--- src/rtl/operand_fetch_pkg.sv ---
// Shared processor definitions for the operand-fetch stage: widths, register
// address type and the load-use conflict test.
package operand_fetch_pkg;

    localparam int unsigned DEF_DATA_W    = 32;
    localparam int unsigned DEF_PAYLOAD_W = 40;
    localparam int unsigned REG_W         = 5;

    typedef logic [REG_W-1:0] reg_addr_t;

    // Control fields that travel with an operand pair into EX.
    typedef struct packed {
        reg_addr_t rd;
        logic      is_load;
    } op_ctrl_t;

    // A source depends on a load whose data is not yet forwardable.
    function automatic logic load_conflict(
        input reg_addr_t src,
        input logic      out_valid,
        input logic      out_is_load,
        input reg_addr_t out_rd,
        input logic      ex_load_valid,
        input reg_addr_t ex_load_rd
    );
        logic hit_out;
        logic hit_ex;
        hit_out = out_valid && out_is_load && (src == out_rd);
        hit_ex  = ex_load_valid && (src == ex_load_rd);
        return (src != '0) && (hit_out || hit_ex);
    endfunction

endpackage

--- src/rtl/operand_fetch_fwd_mux.sv ---
// Per-source operand selection: r0 is zero, then MEM result, then write-back
// result, otherwise the register-file read data.
module operand_fwd_mux
    import operand_fetch_pkg::*;
#(
    parameter int unsigned DATA_W = DEF_DATA_W
) (
    input  reg_addr_t         src,
    input  reg_addr_t         mem_rd,
    input  logic [DATA_W-1:0] mem_data,
    input  reg_addr_t         wb_rd,
    input  logic [DATA_W-1:0] wb_data,
    input  logic [DATA_W-1:0] gpr_data,
    output logic [DATA_W-1:0] operand_c
);

    // The register file writes at the edge, so a write-back match must bypass it.
    always_comb begin
        operand_c = gpr_data;
        if (src == '0) begin
            operand_c = '0;
        end else if (src == mem_rd) begin
            operand_c = mem_data;
        end else if (src == wb_rd) begin
            operand_c = wb_data;
        end
    end

endmodule

--- src/rtl/operand_fetch.sv ---
// Operand-fetch pipeline stage: resolves both sources with forwarding, stalls on
// load-use hazards and presents a registered instruction to EX.
module operand_fetch
    import operand_fetch_pkg::*;
#(
    parameter int unsigned DATA_W    = DEF_DATA_W,
    parameter int unsigned PAYLOAD_W = DEF_PAYLOAD_W
) (
    input  logic                 clk,
    input  logic                 rst_n,
    input  logic                 flush,

    input  logic                 id_valid,
    output logic                 id_ready,
    input  logic [REG_W-1:0]     id_rs,
    input  logic [REG_W-1:0]     id_rt,
    input  logic [REG_W-1:0]     id_rd,
    input  logic                 id_is_load,
    input  logic [PAYLOAD_W-1:0] id_payload,

    output logic [REG_W-1:0]     gpr_addr_a,
    output logic [REG_W-1:0]     gpr_addr_b,
    input  logic [DATA_W-1:0]    gpr_data_a,
    input  logic [DATA_W-1:0]    gpr_data_b,

    input  logic [REG_W-1:0]     mem_rd,
    input  logic [DATA_W-1:0]    mem_data,
    input  logic [REG_W-1:0]     wb_rd,
    input  logic [DATA_W-1:0]    wb_data,

    input  logic                 ex_load_valid,
    input  logic [REG_W-1:0]     ex_load_rd,

    output logic                 op_valid,
    input  logic                 op_ready,
    output logic [DATA_W-1:0]    op_a,
    output logic [DATA_W-1:0]    op_b,
    output logic [REG_W-1:0]     op_rd,
    output logic                 op_is_load,
    output logic [PAYLOAD_W-1:0] op_payload
);

    logic [DATA_W-1:0] fwd_a_c;
    logic [DATA_W-1:0] fwd_b_c;
    logic              hazard_c;
    logic              advance_c;
    logic              capture_c;

    logic                 valid_q;
    logic [DATA_W-1:0]    a_q;
    logic [DATA_W-1:0]    b_q;
    op_ctrl_t             ctrl_q;
    logic [PAYLOAD_W-1:0] payload_q;

    assign gpr_addr_a = id_rs;
    assign gpr_addr_b = id_rt;

    operand_fwd_mux #(.DATA_W(DATA_W)) u_fwd_a (
        .src       (id_rs),
        .mem_rd    (mem_rd),
        .mem_data  (mem_data),
        .wb_rd     (wb_rd),
        .wb_data   (wb_data),
        .gpr_data  (gpr_data_a),
        .operand_c (fwd_a_c)
    );

    operand_fwd_mux #(.DATA_W(DATA_W)) u_fwd_b (
        .src       (id_rt),
        .mem_rd    (mem_rd),
        .mem_data  (mem_data),
        .wb_rd     (wb_rd),
        .wb_data   (wb_data),
        .gpr_data  (gpr_data_b),
        .operand_c (fwd_b_c)
    );

    // Handshake: the stage moves when the output slot is free or being drained.
    always_comb begin
        hazard_c  = id_valid &&
                    (load_conflict(id_rs, valid_q, ctrl_q.is_load, ctrl_q.rd,
                                   ex_load_valid, ex_load_rd) ||
                     load_conflict(id_rt, valid_q, ctrl_q.is_load, ctrl_q.rd,
                                   ex_load_valid, ex_load_rd));
        advance_c = !valid_q || op_ready;
        id_ready  = advance_c && !hazard_c && !flush;
        capture_c = id_valid && id_ready;
    end

    // Output register: flush beats capture; a stall holds every field as is.
    always_ff @(posedge clk or negedge rst_n) begin
        if (!rst_n) begin
            valid_q   <= 1'b0;
            a_q       <= '0;
            b_q       <= '0;
            ctrl_q    <= '0;
            payload_q <= '0;
        end else if (flush) begin
            valid_q <= 1'b0;
        end else if (capture_c) begin
            valid_q        <= 1'b1;
            a_q            <= fwd_a_c;
            b_q            <= fwd_b_c;
            ctrl_q.rd      <= id_rd;
            ctrl_q.is_load <= id_is_load;
            payload_q      <= id_payload;
        end else if (advance_c) begin
            valid_q <= 1'b0;
        end
    end

    assign op_valid   = valid_q;
    assign op_a       = a_q;
    assign op_b       = b_q;
    assign op_rd      = ctrl_q.rd;
    assign op_is_load = ctrl_q.is_load;
    assign op_payload = payload_q;

endmodule

--- config.mk ---
export PLATFORM = sky130hd
export DESIGN_NAME = operand_fetch
export DESIGN_NICKNAME = d
export VERILOG_FILES = /design/src/rtl/operand_fetch_pkg.sv /design/src/rtl/operand_fetch_fwd_mux.sv /design/src/rtl/operand_fetch.sv
export SDC_FILE = /design/constraint.sdc
export NUM_CORES = 1
export LEC_CHECK = 0
export CAP_MARGIN = 10
export CORE_MARGIN = 3
export CORE_UTILIZATION = 25
export DETAILED_ROUTE_END_ITERATION = 10
export GPL_TIMING_DRIVEN = 0
export PLACE_DENSITY = 0.65
export SLEW_MARGIN = 10
export SYNTH_ARGS = -nofsm -noshare
export SYNTH_HDL_FRONTEND = slang
export SYNTH_SLANG_ARGS = --single-unit
--- constraint.sdc ---
create_clock -name clk -period 4 [get_ports clk]
set_input_delay 1.2 -clock clk [delete_from_list [all_inputs] [get_ports clk]]
set_output_delay 1.2 -clock clk [all_outputs]
set_load 0.02 [all_outputs]
==> results by group, run 1 <==
Floorplan
  • Starting density of the core: around a quarter
  • Core region area: between 20,000 and 30,000 sq um
  • Number of I/O pins: between 300 and 400
  • Die Span X: 169.4 microns
  • Num rows: 59
  • Area of the die: about 29,000 sq um
  • Die span in y: around 170 microns

Synth
  • Cell count after synthesis: 617
  • Number of enable-type register cells in the synthesized netlist: 0
  • Total nets after synthesis: around 820
  • Synth Area in Compound Gates: between 10% and 20%
  • Share of synthesized flip-flops with an asynchronous set or reset: 100.0%
  • Post-synthesis instance area: approximately 6700 sq um
  • Post-synthesis sequential element count: between 100 and 150
  • Dominant combinational cell family by area after synthesis: multiplexers
  • Xor/xnor cell area share of the yosys netlist: between 5 and 6%
  • Most common flop cell mapped by yosys: sky130_fd_sc_hd__dfrtp_1
  • Fraction of synthesized cell area taken by the top area cell type: between 40% and 50%
  • Number of different library cells in the post-synthesis netlist: 27
  • Yosys synthesis warning count: 0
  • Synth area leader: sky130_fd_sc_hd__dfrtp_1
  • Commonest cells in the netlist: sky130_fd_sc_hd__nand2_1, sky130_fd_sc_hd__dfrtp_1, sky130_fd_sc_hd__mux2_4
  • Share of synthesized area occupied by flip-flops and latches: 41.62%
  • Leading post-synthesis cells by cell area: sky130_fd_sc_hd__dfrtp_1, sky130_fd_sc_hd__mux2_4, sky130_fd_sc_hd__nand2_1
  • Adder and majority gate portion of the synthesized area: 0%
  • Post-Synth Simple-Gate Area: between 10 and 15%
  • Synthesized area divided by synthesized cell count: about 11 sq um
  • Most frequent cell after synthesis: sky130_fd_sc_hd__nand2_1
  • Multiplexer fraction of the synthesized cell area: 24.18%

Power
  • Power per cell area: slightly above 400 nW/um^2
  • Internal Power: approximately 2900 uW
  • Static leakage: 0.004698 uW
  • Net switching power of the design: around 1400 uW
  • Peak ir drop on the vdd network: roughly 210 uV
  • Total power draw: about 4300 uW
  • Proportion of power drawn by the clock network: 22.4%
  • Switching portion of total power: around a third
  • Share of power burned in combinational logic: between 40% and 50%
  • Part of the power in registers: 35.6%

Route
  • Mean number of vias per cell: between 4 and 5
  • Post-detailed-route count of antenna-violating nets: 0
  • WL final: between 20 and 30 mm
  • Number of DRC markers after the initial detailed-route iteration: 361
  • Routed vias: ~6,000
  • Count of unresolved DRC violations after routing: 0
  • Routed length per placed instance: 20.84 microns
  • Length of the first detailed-routing pass in iterations: 5

Timing
  • Min cycle time layout: around 3800 ps
  • Max Slew Vio Count: 0
  • Count of endpoints failing hold in the final timing report: 0
  • Unrepaired setup endpoints after global routing: no
  • Final worst clock skew: approximately 12 ps
  • Share of the clock period used by the worst path after layout: between 90% and 100%
  • Setup Viol. Count Final: 0
  • Headroom to the max-slew limit: between 50 and 60%
  • Slew @ Worst Pin: approximately 690 ps
  • Hold WS: about 510 ps
  • Highest Clock Rate: approximately 260 MHz

CTS
  • Clock sinks: about 110
  • CTS tree: yes
  • Clock Root Buffer: sky130_fd_sc_hd__clkbuf_16
  • Clock latency on the worst-skew pair: between 300 and 400 ps
  • Buffers from clock root to sink, at most: 2
  • Total of hold buffers inserted after clock tree synthesis: 0
  • Inserted Clock Buffers: 9
  • Level count of the clock H-tree: 3
  • Reg clk slew, reported paths: 70 ps

Place
  • PortBufs: about 320
  • Hpwl dp: just over 20 mm
  • Routability cong.: 0.9250

Run status
  • Run status: finished, final reports clean

Worst hold path
  • Worst min-delay path class: register to register
  • Number of cells on the worst hold path: 1
  • Hold EP: op_b[25]$_DFFE_PN0P_
  • Worst Min Path Start: op_b[25]$_DFFE_PN0P_

Flow run
  • Reported max-cap violation count: 0

Final layout
  • Total of fill cells in the finished design: 2,570
  • Ratio of cells with drive above 1 in the final layout: approximately 18%
  • Post-synthesis to final-layout area growth: 58.96%
  • Nets: between 1,000 and 1,500

Worst setup path
  • Arrival @ worst endpoint: roughly 2600 ps
  • Reg2Reg Setup Slack: roughly 1700 ps
  • Origin of the critical flop-to-flop path: op_rd[1]$_DFFE_PN0P_
  • Worst-case reg-to-reg path depth: 9
  • Critical path launch point type: primary input
  • CP endpoint kind: output pin
  • Highest fanout seen on the critical path: 3
  • Worst reg2reg path endpoint: op_payload[32]$_DFFE_PN0P_
  • Data required time of the worst path: 2800 ps
  • Crit Path Class: primary input to output pin
  • Crit. Startpoint: ex_load_rd[2]

GRT
  • Total congestion overflow: 0
  • Number of global-route vias before repair: 6,466
  • Largest net degree at the start of global routing: 64
  • Wire length of the first global-routing pass: between 30 and 40 mm
  • Initial antenna violation count: 2
  • Tot GR Track Use: between 10% and 20%
## cell type report
type | count | area (sq um) | share of cell area, %
Multi-Input combinational cell | 441 | 3391 | 31.96
Antenna cell | 1 | 2.502 | 0.02359
Buffer | 64 | 508.0 | 4.788
Clock inverter | 6 | 77.57 | 0.7312
Tap cell | 335 | 419.2 | 3.951
Timing Repair Buffer | 318 | 3204 | 30.20
Sequential cell | 111 | 2778 | 26.18
Clock buffer | 9 | 225.2 | 2.123
Inverter | 1 | 3.754 | 0.03538
## timing repair
action,in CTS,in global routing
buffers inserted,0,1
pin swaps,1,4
gates resized for setup,4,5
setup endpoints to repair,1,1
## power by group through the flow
stage               clock [uW]  sequential, uW  combinational [uW]
floorplan                    0            1840                 596
global placement             0            1550                1800
detailed placement           0            1550                1820
CTS                       1000            1540                1820
global route              1050            1570                1900
finish                     964            1530                1810
## cell usage in the layout, fill, tap and decap left out
| master | n |
|---|---|
| sky130_fd_sc_hd__clkdlybuf4s50_1 | 311 |
| sky130_fd_sc_hd__nand2_1 | 131 |
| sky130_fd_sc_hd__dfrtp_1 | 111 |
| sky130_fd_sc_hd__mux2_4 | 100 |
| sky130_fd_sc_hd__o21ai_0 | 64 |
| sky130_fd_sc_hd__a31oi_1 | 64 |
| sky130_fd_sc_hd__xor2_1 | 32 |
| sky130_fd_sc_hd__clkbuf_1 | 26 |
| sky130_fd_sc_hd__buf_4 | 14 |
| sky130_fd_sc_hd__buf_2 | 11 |
| sky130_fd_sc_hd__buf_12 | 11 |
| sky130_fd_sc_hd__mux2_2 | 10 |
| sky130_fd_sc_hd__clkbuf_16 | 9 |
| sky130_fd_sc_hd__xnor2_1 | 8 |
| sky130_fd_sc_hd__buf_6 | 5 |
| sky130_fd_sc_hd__nor2_1 | 4 |
| sky130_fd_sc_hd__nand3_1 | 4 |
| sky130_fd_sc_hd__nor3_1 | 4 |
| sky130_fd_sc_hd__nor4_1 | 3 |
| sky130_fd_sc_hd__dlymetal6s2s_1 | 3 |
| sky130_fd_sc_hd__nor3_2 | 2 |
| sky130_fd_sc_hd__nand2_2 | 2 |
| sky130_fd_sc_hd__nand4_1 | 2 |
| sky130_fd_sc_hd__and3_1 | 2 |
| sky130_fd_sc_hd__nand2b_1 | 2 |
| sky130_fd_sc_hd__a21oi_1 | 2 |
| sky130_fd_sc_hd__and2_1 | 2 |
| sky130_fd_sc_hd__inv_8 | 2 |
| sky130_fd_sc_hd__diode_2 | 1 |
| sky130_fd_sc_hd__nor4_2 | 1 |
| sky130_fd_sc_hd__and4_4 | 1 |
| sky130_fd_sc_hd__inv_1 | 1 |
| sky130_fd_sc_hd__nand4b_4 | 1 |
| sky130_fd_sc_hd__clkinv_4 | 1 |
| sky130_fd_sc_hd__inv_6 | 1 |
| sky130_fd_sc_hd__bufinv_16 | 1 |
| sky130_fd_sc_hd__clkinvlp_4 | 1 |
| sky130_fd_sc_hd__buf_16 | 1 |
## critical path, stage by stage
cell and delay [ps]:
sky130_fd_sc_hd__clkdlybuf4s50_1 460, sky130_fd_sc_hd__xor2_1 160, sky130_fd_sc_hd__nor4_1 200, sky130_fd_sc_hd__nand4_1 130
sky130_fd_sc_hd__and4_4 210, sky130_fd_sc_hd__inv_1 50, sky130_fd_sc_hd__a21oi_1 60, sky130_fd_sc_hd__buf_4 160
## kinds of logic (layout without fill, tap and decap cells)
logic type | after synthesis | after routing
AO/OA/AOI/OAI | 130 | 130
XOR/XNOR | 40 | 40
buffers and inverters | 65 | 398
flip-flops | 111 | 111
multiplexers | 110 | 110
other | 0 | 1
AND/OR/NAND/NOR | 161 | 161
## sequential cells by signal, indices dropped and copies added (netlist names)
name        flops
op_is_load      1
op_rd           5
op_valid        1
op_b           32
op_payload     40
op_a           32
## per-stage QoR
stage               cells  setup TNS [ps]  worst slack (ps)  instance area (sq um)  util, %
floorplan             617               0             462.7                   6674        -
global placement     1268         -335220             -3033                  10260    39.25
detailed placement   1269          -337.2            -337.2                  10280    39.36
CTS                  1284               0             32.81                  10580    40.50
global route         1286               0             44.19                  10610    40.60
finish               1286               0             169.2                  10610    40.60
## how the worst max path moves through the flow
stage          slack [ps]                  end
3_3_place_gp        -3030  op_a[8]$_DFFE_PN0P_
6_report              170             id_ready
4_1_cts                30             id_ready
2_1_floorplan         460             id_ready
5_1_grt                40             id_ready
3_5_place_dp         -340             id_ready
## routing by layer
layer	up-vias	GRT usage (%)	part of all wire (%)
met4	2	4.232	1.5
li1	2802	-	-
met1	2914	23.42	44
met2	300	30.39	47
met5	-	0	0.048
met3	24	4.705	7.3
(Power assumes the default switching activity.)
==> run 2, diff against run 1 <==
--- a/config.mk
+++ b/config.mk
@@ -11,6 +11,7 @@
 export DETAILED_ROUTE_END_ITERATION = 10
 export GPL_TIMING_DRIVEN = 0
 export PLACE_DENSITY = 0.65
+export SETUP_SLACK_MARGIN = 0.05
 export SLEW_MARGIN = 10
 export SYNTH_ARGS = -nofsm -noshare
 export SYNTH_HDL_FRONTEND = slang
==> run 2 against run 1 <==
  * Highest routed layer unchanged
  * Largest power group unchanged
  * Largest cell class unchanged
  * Non-clock buffer count did not move
  * Critical path type unchanged
  * Clock skew barely moved
  * Register-to-register slack barely moved
  * Clock-buffer cell count did not move
  * Flip-flop and latch count did not move
  * Combinational power barely moved
  * Via count barely moved
  * Final area barely moved
==> results by group, run 2 (synthesis gave the netlist of run 1 again) <==
Timing
  • Headroom to the max-slew limit: a little over half
  • Count of endpoints failing hold in the final timing report: 0
  • Highest Clock Rate: approximately 270 MHz
  • Share of the clock period used by the worst path after layout: about 93%
  • Max Slew Vio Count: 0
  • Setup Viol. Count Final: 0
  • Min cycle time layout: between 3000 and 4000 ps
  • Slew @ Worst Pin: ~710 ps
  • Unrepaired setup endpoints after global routing: no
  • Final worst clock skew: between 10 and 15 ps

Flow run
  • Reported max-cap violation count: 0

Floorplan
  • Starting density of the core: 25.54%
  • Num rows: 59
  • Number of I/O pins: between 300 and 400
  • Die span in y: around 170 microns
  • Die Span X: 169.4 microns
  • Core region area: between 20,000 and 30,000 sq um
  • Area of the die: roughly 29,000 sq um

GRT
  • Total congestion overflow: 0
  • Tot GR Track Use: between 10% and 20%
  • Largest net degree at the start of global routing: 64
  • Wire length of the first global-routing pass: 39.58 mm
  • Initial antenna violation count: 2
  • Number of global-route vias before repair: roughly 6,500

Final layout
  • Most frequent standard cell in the layout excluding fill and tap cells: sky130_fd_sc_hd__clkdlybuf4s50_1
  • Post-synthesis to final-layout area growth: 58.98%
  • Most used cells in the layout excluding fill and tap cells: sky130_fd_sc_hd__clkdlybuf4s50_1, sky130_fd_sc_hd__nand2_1, sky130_fd_sc_hd__dfrtp_1
  • Number of flip-flops under the largest register name: 40
  • Ratio of cells with drive above 1 in the final layout: 18.32%
  • Nets: about 1,200
  • Post-route cell area: about 11,000 sq um
  • Post-Layout Cell Count: between 1,000 and 1,500
  • Fin util: between 40 and 50%

Power
  • Switching portion of total power: 32.58%
  • Internal Power: a little under 3000 uW
  • Peak ir drop on the vdd network: about 210 uV
  • Static leakage: 0.004708 uW
  • Total power draw: 4308 uW
  • Part of the power in registers: 35.6%
  • Power per cell area: around 400 nW/um^2
  • Share of power burned in combinational logic: between 40% and 50%
  • Net switching power of the design: 1403 uW
  • Proportion of power drawn by the clock network: between 20 and 25%

CTS
  • Clock latency on the worst-skew pair: 350 ps
  • Clock Root Buffer: sky130_fd_sc_hd__clkbuf_16
  • Level count of the clock H-tree: 3
  • CTS tree: yes
  • Buffers from clock root to sink, at most: 2
  • Reg clk slew, reported paths: roughly 70 ps
  • Inserted Clock Buffers: 9
  • Clock sinks: about 110

Worst hold path
  • Worst min-delay path class: register to register
  • Number of cells on the worst hold path: 1

Route
  • WL final: roughly 27 mm
  • Mean number of vias per cell: between 4 and 5
  • Routed vias: roughly 6,000
  • Count of unresolved DRC violations after routing: 0
  • Length of the first detailed-routing pass in iterations: 5
  • Number of DRC markers after the initial detailed-route iteration: approximately 330
  • Routed length per placed instance: roughly 21 microns
  • Post-detailed-route count of antenna-violating nets: 0

Place
  • Total instance count after detailed placement: ~1,300
  • Area post-placement: 10,280 sq um
  • Hpwl dp: around 20 mm
  • Routability cong.: 0.9250
  • PortBufs: about 320

Worst setup path
  • Data required time of the worst path: around 2800 ps
  • Arrival @ worst endpoint: around 2500 ps
  • Highest fanout seen on the critical path: 3
  • Worst-case reg-to-reg path depth: 9
  • Worst-path cell chain: dlygate4sd2_1 -> xor2_1 -> nor4_1 -> nand4_1 -> and4_4 -> inv_1 -> a21oi_1 -> buf_4
  • Critical path launch point type: primary input
  • CP endpoint kind: output pin
  • Cell type of the slowest stage on the worst timing path: sky130_fd_sc_hd__nor4_1
  • Critical Path Max Stage Delay: about 300 ps
  • Crit Path Class: primary input to output pin

Run status
  • Run status: finished, final reports clean
## run 2: cell types whose count changed in the layout (fill, tap and decap cells not counted)
cell / change
sky130_fd_sc_hd__clkdlybuf4s50_1: -2
sky130_fd_sc_hd__dlygate4sd2_1: +1
sky130_fd_sc_hd__dlymetal6s2s_1: +1
## run 2: final cells by class
class                   instances  area [sq um]
repair buffers                318          3206
diodes                          1         2.502
inverters                       1         3.754
clock buffers                   9         225.2
well taps                     335         419.2
plain buffers                  64         508.0
multi-input cells             441          3391
flip-flops and latches        111          2778
fillers                      2569         15520
clock inverters                 6         77.57
## run 2: power groups by stage
stage	logic [uW]	clock network (uW)	registers [uW]
finish	1810	965	1530
global route	1900	1050	1570
CTS	1820	1000	1540
detailed placement	1820	0	1550
global placement	1800	0	1550
floorplan	596	0	1840
## run 2: per-layer routing
layer  up-vias  track usage (%)  routed length, microns
met5         -                0                      13
met4         2            4.232                     380
met3        24            4.705                    2019
met2       304            30.39                   12520
met1      2913            23.42                   11850
li1       2801                -                       -
## run 2: path summary, 6_finish.rpt
path / from / to / slack, ps
worst max-delay path: ex_load_rd[0] / id_ready / 270
worst max register to register: op_rd[1]$_DFFE_PN0P_ / op_payload[32]$_DFFE_PN0P_ / 1700
worst min register to register: op_b[25]$_DFFE_PN0P_ / op_b[25]$_DFFE_PN0P_ / 510
max in group asynchronous: rst_n / op_b[9]$_DFFE_PN0P_ / 2500
min in group asynchronous: rst_n / op_payload[3]$_DFFE_PN0P_ / 790
worst min-delay path: op_b[25]$_DFFE_PN0P_ / op_b[25]$_DFFE_PN0P_ / 510
## run 2: through the flow
step                      setup TNS [ps]  hold slack [ps]  setup WS [ps]
final                                  0            508.0          271.9
after global routing                   0            516.9          158.3
after CTS                              0            510.1          64.57
after detailed placement          -337.2            490.2         -337.2
after global placement           -335220            488.7          -3033
after floorplan                        0            635.2          462.7
## run 2: critical path: cells and delay by family
kind / cells / cell delay [ps]
xor+xnor: 1 / 150
compound gates: 1 / 60
buf+inv: 3 / 480
simple gates: 3 / 650
## run 2: what timing repair did
item / CTS / global route
hold buffers: 0 / 0
pin swaps: 1 / 4
buffers inserted: 0 / 1
endpoints found under the hold margin: 0 / 0
setup endpoints to repair: 1 / 1
resized for setup: 5 / 6
==> run 3, diff against run 2 <==
--- a/config.mk
+++ b/config.mk
@@ -7,12 +7,14 @@
 export LEC_CHECK = 0
 export CAP_MARGIN = 10
 export CORE_MARGIN = 3
-export CORE_UTILIZATION = 25
+export CORE_UTILIZATION = 40
+export CTS_CLUSTER_DIAMETER = 60
 export DETAILED_ROUTE_END_ITERATION = 10
 export GPL_TIMING_DRIVEN = 0
-export PLACE_DENSITY = 0.65
+export PLACE_DENSITY = 0.88
 export SETUP_SLACK_MARGIN = 0.05
 export SLEW_MARGIN = 10
 export SYNTH_ARGS = -nofsm -noshare
 export SYNTH_HDL_FRONTEND = slang
+export SYNTH_HIERARCHICAL = 1
 export SYNTH_SLANG_ARGS = --single-unit
==> run 3 against run 2 <==
  * Clock skew decreased by 2.5 ps
  * Maximum frequency decreased by 4.2%
  * Clock power decreased by 7.0%
  * Via count increased by 15%
  * Critical endpoint unchanged
  * Register-to-register slack got worse by 70 ps
  * Largest power group unchanged
  * Sequential share of layout area decreased by 1.6 points
  * Final cell count decreased by 5.5%
  * Sequential power about the same
==> results by group, run 3 <==
Power
  • Internal Power: about 2900 uW
  • Share of power burned in combinational logic: between 40 and 50%
  • Power per cell area: slightly below 400 nW/um^2
  • Switching portion of total power: 34.37%
  • Peak ir drop on the vdd network: ~270 uV
  • Net switching power of the design: 1509 uW
  • Static leakage: about 0.0044 uW
  • Proportion of power drawn by the clock network: approximately a fifth
  • Part of the power in registers: between 30% and 40%

Synth
  • Yosys synthesis warning count: 6
  • Fraction of synthesized cell area taken by the top area cell type: 37.91%
  • Number of enable-type register cells in the synthesized netlist: 0
  • Share of synthesized area occupied by flip-flops and latches: between 30% and 40%
  • Post-synthesis sequential element count: between 100 and 150
  • Share of synthesized flip-flops with an asynchronous set or reset: 100.0%
  • Synth area leader: sky130_fd_sc_hd__dfrtp_1
  • Leading post-synthesis cells by cell area: sky130_fd_sc_hd__dfrtp_1, sky130_fd_sc_hd__mux2_4, sky130_fd_sc_hd__a311oi_1
  • Cell count after synthesis: between 600 and 700
  • Most frequent cell after synthesis: sky130_fd_sc_hd__dfrtp_1
  • Total nets after synthesis: between 800 and 900
  • Synthesized area divided by synthesized cell count: approximately 11 sq um
  • Commonest cells in the netlist: sky130_fd_sc_hd__dfrtp_1, sky130_fd_sc_hd__mux2_4, sky130_fd_sc_hd__nor3_1, sky130_fd_sc_hd__o21ai_0, sky130_fd_sc_hd__nand3_1
  • Most common flop cell mapped by yosys: sky130_fd_sc_hd__dfrtp_1
  • Number of different library cells in the post-synthesis netlist: 37
  • Post-synthesis instance area: 7327 sq um

Flow run
  • Reported max-cap violation count: 0

Route
  • WL final: roughly 29 mm
  • Mean number of vias per cell: approximately 5.7
  • Length of the first detailed-routing pass in iterations: 7
  • Count of unresolved DRC violations after routing: 0
  • Routed length per placed instance: roughly 24 microns
  • Post-detailed-route count of antenna-violating nets: 0
  • Number of DRC markers after the initial detailed-route iteration: roughly 500
  • Routed vias: between 6,000 and 7,000

Timing
  • Total negative slack for setup checks: 0 ps
  • Slew @ Worst Pin: roughly 570 ps
  • Headroom to the max-slew limit: between 60% and 70%
  • Hold WS: around 510 ps
  • Share of the clock period used by the worst path after layout: between 90% and 100%
  • Highest Clock Rate: ~260 MHz
  • Final worst clock skew: ~9.5 ps
  • Unrepaired setup endpoints after global routing: no
  • Count of endpoints failing hold in the final timing report: 0
  • Max Slew Vio Count: 0
  • Min cycle time layout: about 3900 ps
  • Setup Viol. Count Final: 0

Worst setup path
  • Critical path launch point type: primary input
  • Critical Path Max Stage Delay: about 520 ps
  • Data required time of the worst path: 2800 ps
  • Most used cell along the critical path: sky130_fd_sc_hd__buf_6
  • CP endpoint kind: output pin
  • Highest fanout seen on the critical path: 7
  • Cell type of the slowest stage on the worst timing path: sky130_fd_sc_hd__or4_4
  • Worst-path cell chain: buf_6 -> or4_4 -> o211ai_2 -> o32ai_4 -> o31ai_2 -> and2_1 -> buf_6
  • Arrival @ worst endpoint: 2690 ps
  • Crit Path Class: primary input to output pin

CTS
  • Clock sinks: roughly 110
  • Inserted Clock Buffers: 9
  • Level count of the clock H-tree: 3
  • Clock latency on the worst-skew pair: 350 ps
  • CTS tree: yes
  • Buffers from clock root to sink, at most: 2
  • Clock Root Buffer: sky130_fd_sc_hd__clkbuf_16
  • Reg clk slew, reported paths: around 70 ps

Floorplan
  • Core region area: between 15,000 and 20,000 sq um
  • Num rows: 48
  • Die span in y: around 140 microns
  • Die Span X: approximately 140 microns
  • Number of I/O pins: approximately 330
  • Starting density of the core: 41.64%
  • Area of the die: between 15,000 and 20,000 sq um

Final layout
  • Number of flip-flops under the largest register name: 40
  • Most frequent standard cell in the layout excluding fill and tap cells: sky130_fd_sc_hd__clkdlybuf4s50_1
  • Ratio of cells with drive above 1 in the final layout: roughly 25%
  • Post-synthesis to final-layout area growth: 53.96%
  • Nets: 1,187
  • Area taken by multi-input logic gates: ~4000 sq um
  • Most used cells in the layout excluding fill and tap cells: sky130_fd_sc_hd__clkdlybuf4s50_1, sky130_fd_sc_hd__dfrtp_1, sky130_fd_sc_hd__mux2_4
  • Total of fill cells in the finished design: between 1,000 and 1,500
  • Register Area: between 2000 and 3000 sq um

Place
  • PortBufs: 326
  • Routability cong.: 0.9384
  • Hpwl dp: between 20 and 25 mm

GRT
  • Initial antenna violation count: 3
  • Tot GR Track Use: 28.23%
  • Number of global-route vias before repair: between 7,000 and 8,000
  • Wire length of the first global-routing pass: between 40 and 50 mm
  • Largest net degree at the start of global routing: 62
  • Total congestion overflow: 0

Worst hold path
  • Worst min-delay path class: register to register

Run status
  • Run status: finished, final reports clean
run 3: per-layer routing:
layer	share of wire, %	track usage (%)	vias up
met4	2.4	8.873	0
met3	8.2	5.157	49
met1	40	36.05	3400
met5	0	0	-
li1	-	-	3098
met2	49	48.53	417
run 3: power groups by stage:
stage / registers (uW) / clock network [uW] / logic [uW]
detailed placement: 1540 / 0 / 1960
CTS: 1530 / 911 / 1970
finish: 1530 / 897 / 1970
global route: 1560 / 957 / 2060
global placement: 1530 / 0 / 1920
floorplan: 1820 / 0 / 700
run 3: layout make-up:
| type | count | area share (%) |
|---|---|---|
| plain buffers | 74 | 5.413 |
| diodes | 3 | 0.06655 |
| flip-flops and latches | 111 | 24.62 |
| inverters | 10 | 0.3327 |
| repair buffers | 330 | 29.47 |
| multi-input cells | 446 | 35.09 |
| well taps | 225 | 2.496 |
| clock buffers | 10 | 2.030 |
| clock inverters | 6 | 0.4769 |
run 3: timing repair:
item,4_1_cts,5_1_grt
pin swaps,7,7
setup buffers,2,1
resized for setup,70,8
setup endpoints to repair,1,1
hold buffers,0,0
run 3: cell families (layout without fill, tap and decap cells):
| family | Yosys count | in the layout | share of synthesized area, % |
|---|---|---|---|
| xor+xnor | 40 | 40 | 4.781 |
| other cells | 0 | 3 | 0 |
| compound gates | 142 | 142 | 15.15 |
| mux | 110 | 110 | 22.03 |
| buf+inv | 84 | 430 | 8.846 |
| simple gates | 154 | 154 | 11.29 |
| flops | 111 | 111 | 37.91 |
run 3: critical path: cells and delay by family:
kind	cells	cell delay (ps)
simple gates	2	700
compound gates	3	550
buf+inv	2	240
run 3: path summary, 6_finish.rpt:
kind / start / endpoint / slack [ps] / cells after the start
max: id_rt[0] / id_ready / 110 / 7
max in group asynchronous: rst_n / op_b[28]$_DFFE_PN0P_ / 2510 / 2
min reg2reg: op_a[6]$_DFFE_PN0P_ / op_a[6]$_DFFE_PN0P_ / 510 / 1
min: op_a[6]$_DFFE_PN0P_ / op_a[6]$_DFFE_PN0P_ / 510 / 1
min in group asynchronous: rst_n / op_payload[36]$_DFFE_PN0P_ / 790 / 1
max reg2reg: op_rd[0]$_DFFE_PN0P_ / op_a[10]$_DFFE_PN0P_ / 1630 / 8
run 3: through the flow:
stage / std cells / power [uW] / worst slack [ps] / util (%) / area, sq um
global route: 1215 / 4577 / 23.47 / 64.11 / 11280
detailed placement: 1193 / 3499 / -990.0 / 61.95 / 10900
global placement: 1192 / 3453 / -2701 / 61.78 / 10870
floorplan: 641 / 2525 / 372.4 / - / 7327
CTS: 1211 / 4409 / 56.05 / 63.94 / 11250
finish: 1215 / 4392 / 108.3 / 64.11 / 11280
==> patch, RTL diff (config.mk and constraints of run 1) <==
The package constant `DEF_PAYLOAD_W` goes from 40 to 60.
--- a/src/rtl/operand_fetch_pkg.sv
+++ b/src/rtl/operand_fetch_pkg.sv
@@ -4,5 +4,5 @@
 
     localparam int unsigned DEF_DATA_W    = 32;
-    localparam int unsigned DEF_PAYLOAD_W = 40;
+    localparam int unsigned DEF_PAYLOAD_W = 60;
     localparam int unsigned REG_W         = 5;
 
Interface: changed (resized id_payload and op_payload); port bits go from 327 to 367. No check against the original RTL was run, so the function may have changed too.
==> patch against run 1 <==
- sequential cell count rose by 20
- design area rose by 14%
- critical path depth fell by 1
- wire length rose by 17%
- power rose by 23%
- synthesized area rose by 9.3%
- die area rose by 9.0%
- combinational power rose by 6%
- final cell count rose by 13%
- worst setup slack got worse by 0.13 ns
- first-iteration DRC count rose by 46%
- largest cell class unchanged
- largest power group unchanged
- highest routed layer unchanged
==> patch: results (changes against run 1) <==
- Outcome: finished, final reports clean (unchanged).
- The portion of total power attributed to sequential cells is 33.3% (was 35.6%).
- The highest cell delay on the worst timing path was 0.53 ns (was 0.46 ns).
- The number of antenna diodes was 0 (was 1).
- The sequential cell area came to 3280 µm² (was 2780 µm²).
- The setup skew after layout was 0.0109 ns (was 0.0118 ns).
- The overall routed net length was 31400 µm (was 26800 µm).
- The number of flip-flops in the largest register was 60 (was 40).
- The routability congestion estimate was 0.913 (was 0.925).
- The via count of the first global-routing pass is 7544 (was 6466).
- The placed cell count is 1414 (was 1269).
- The hold slack is 0.481 ns (was 0.508 ns).
- The destination of the worst hold path is op_payload[56] (was op_b[25]).
- The HPWL reported at the end of detailed placement is 24300 µm (was 20400 µm).
- The count of input and output buffers is 356 (was 316).
- The pin count of the biggest net entering global routing is 69 (was 64).
- The worst path arrival time is 2.76 ns (was 2.63 ns).
- The power of the clock network came to 1620 µW (was 964 µW).
- The mean area per synthesized cell is 10.7 µm² (was 10.8 µm²).
- The net count after synthesis is 904 (was 822).
- The met1 layer usage reported by global route is 24.1% (was 23.4%).
- The post-detailed-placement cell area is 11400 µm² (was 10300 µm²).
- The non-filler instance count after layout is 1458 (was 1286).
- The worst slack after detailed placement was -0.890 ns (was -0.337 ns).
- The number of vias in the routed layout is 7305 (was 6042).
-- patch: changes by cell type after synthesis, sizes merged, moves of 4 or more --
cell / before / now
clkbuf: 26 / 61
nand2: 133 / 4
or2: 0 / 4
nand3: 4 / 68
mux2: 110 / 130
a311oi: 0 / 64
xor2: 32 / 8
nor3: 6 / 64
dfrtp: 111 / 131
buf: 38 / 25
xnor2: 8 / 32
a31oi: 64 / 0
-- patch: repair_timing --
action / 4_1_cts / 5_1_grt
resized for setup: 22 / 8
gates cloned: 0 / 0
buffers inserted: 5 / 7
endpoints found under the setup margin: 1 / 1
pin swaps: 7 / 8
-- patch: kinds of logic after synthesis --
family	count (synthesis)	synth area share, %
AND/OR/NAND/NOR	160	11.6
AO/OA/AOI/OAI	132	12.5
flip-flops	131	44.9
multiplexers	130	20.1
buffers and inverters	86	6.14
XOR/XNOR	40	4.80
-- patch: how the worst max path moves through the flow --
stage,startpoint,to,slack [ns],cells after the start
floorplan,id_rs[1],id_ready,0.12,6
detailed placement,id_rt[0],id_ready,-0.89,7
finish,id_rt[4],id_ready,0.04,7
CTS,id_rt[0],id_ready,-0.04,7
global placement,rst_n,op_payload[56],-3.95,1
global route,id_rt[4],id_ready,-0.03,7
-- patch: per-layer routing --
| metal | share of wire [%] | vias up |
|---|---|---|
| met5 | 0.073 | - |
| met4 | 1.8 | 4 |
| met3 | 9.5 | 40 |
| met2 | 48 | 370 |
| met1 | 41 | 3573 |
| li1 | - | 3318 |
-- patch: cell type report --
type	count	area share, %
buffer	86	4.03
sequential	131	27.0
clock inverter	15	1.37
tap	378	3.89
clock buffer	17	3.50
multi-input combinational	462	29.8
timing repair buffer	369	30.4
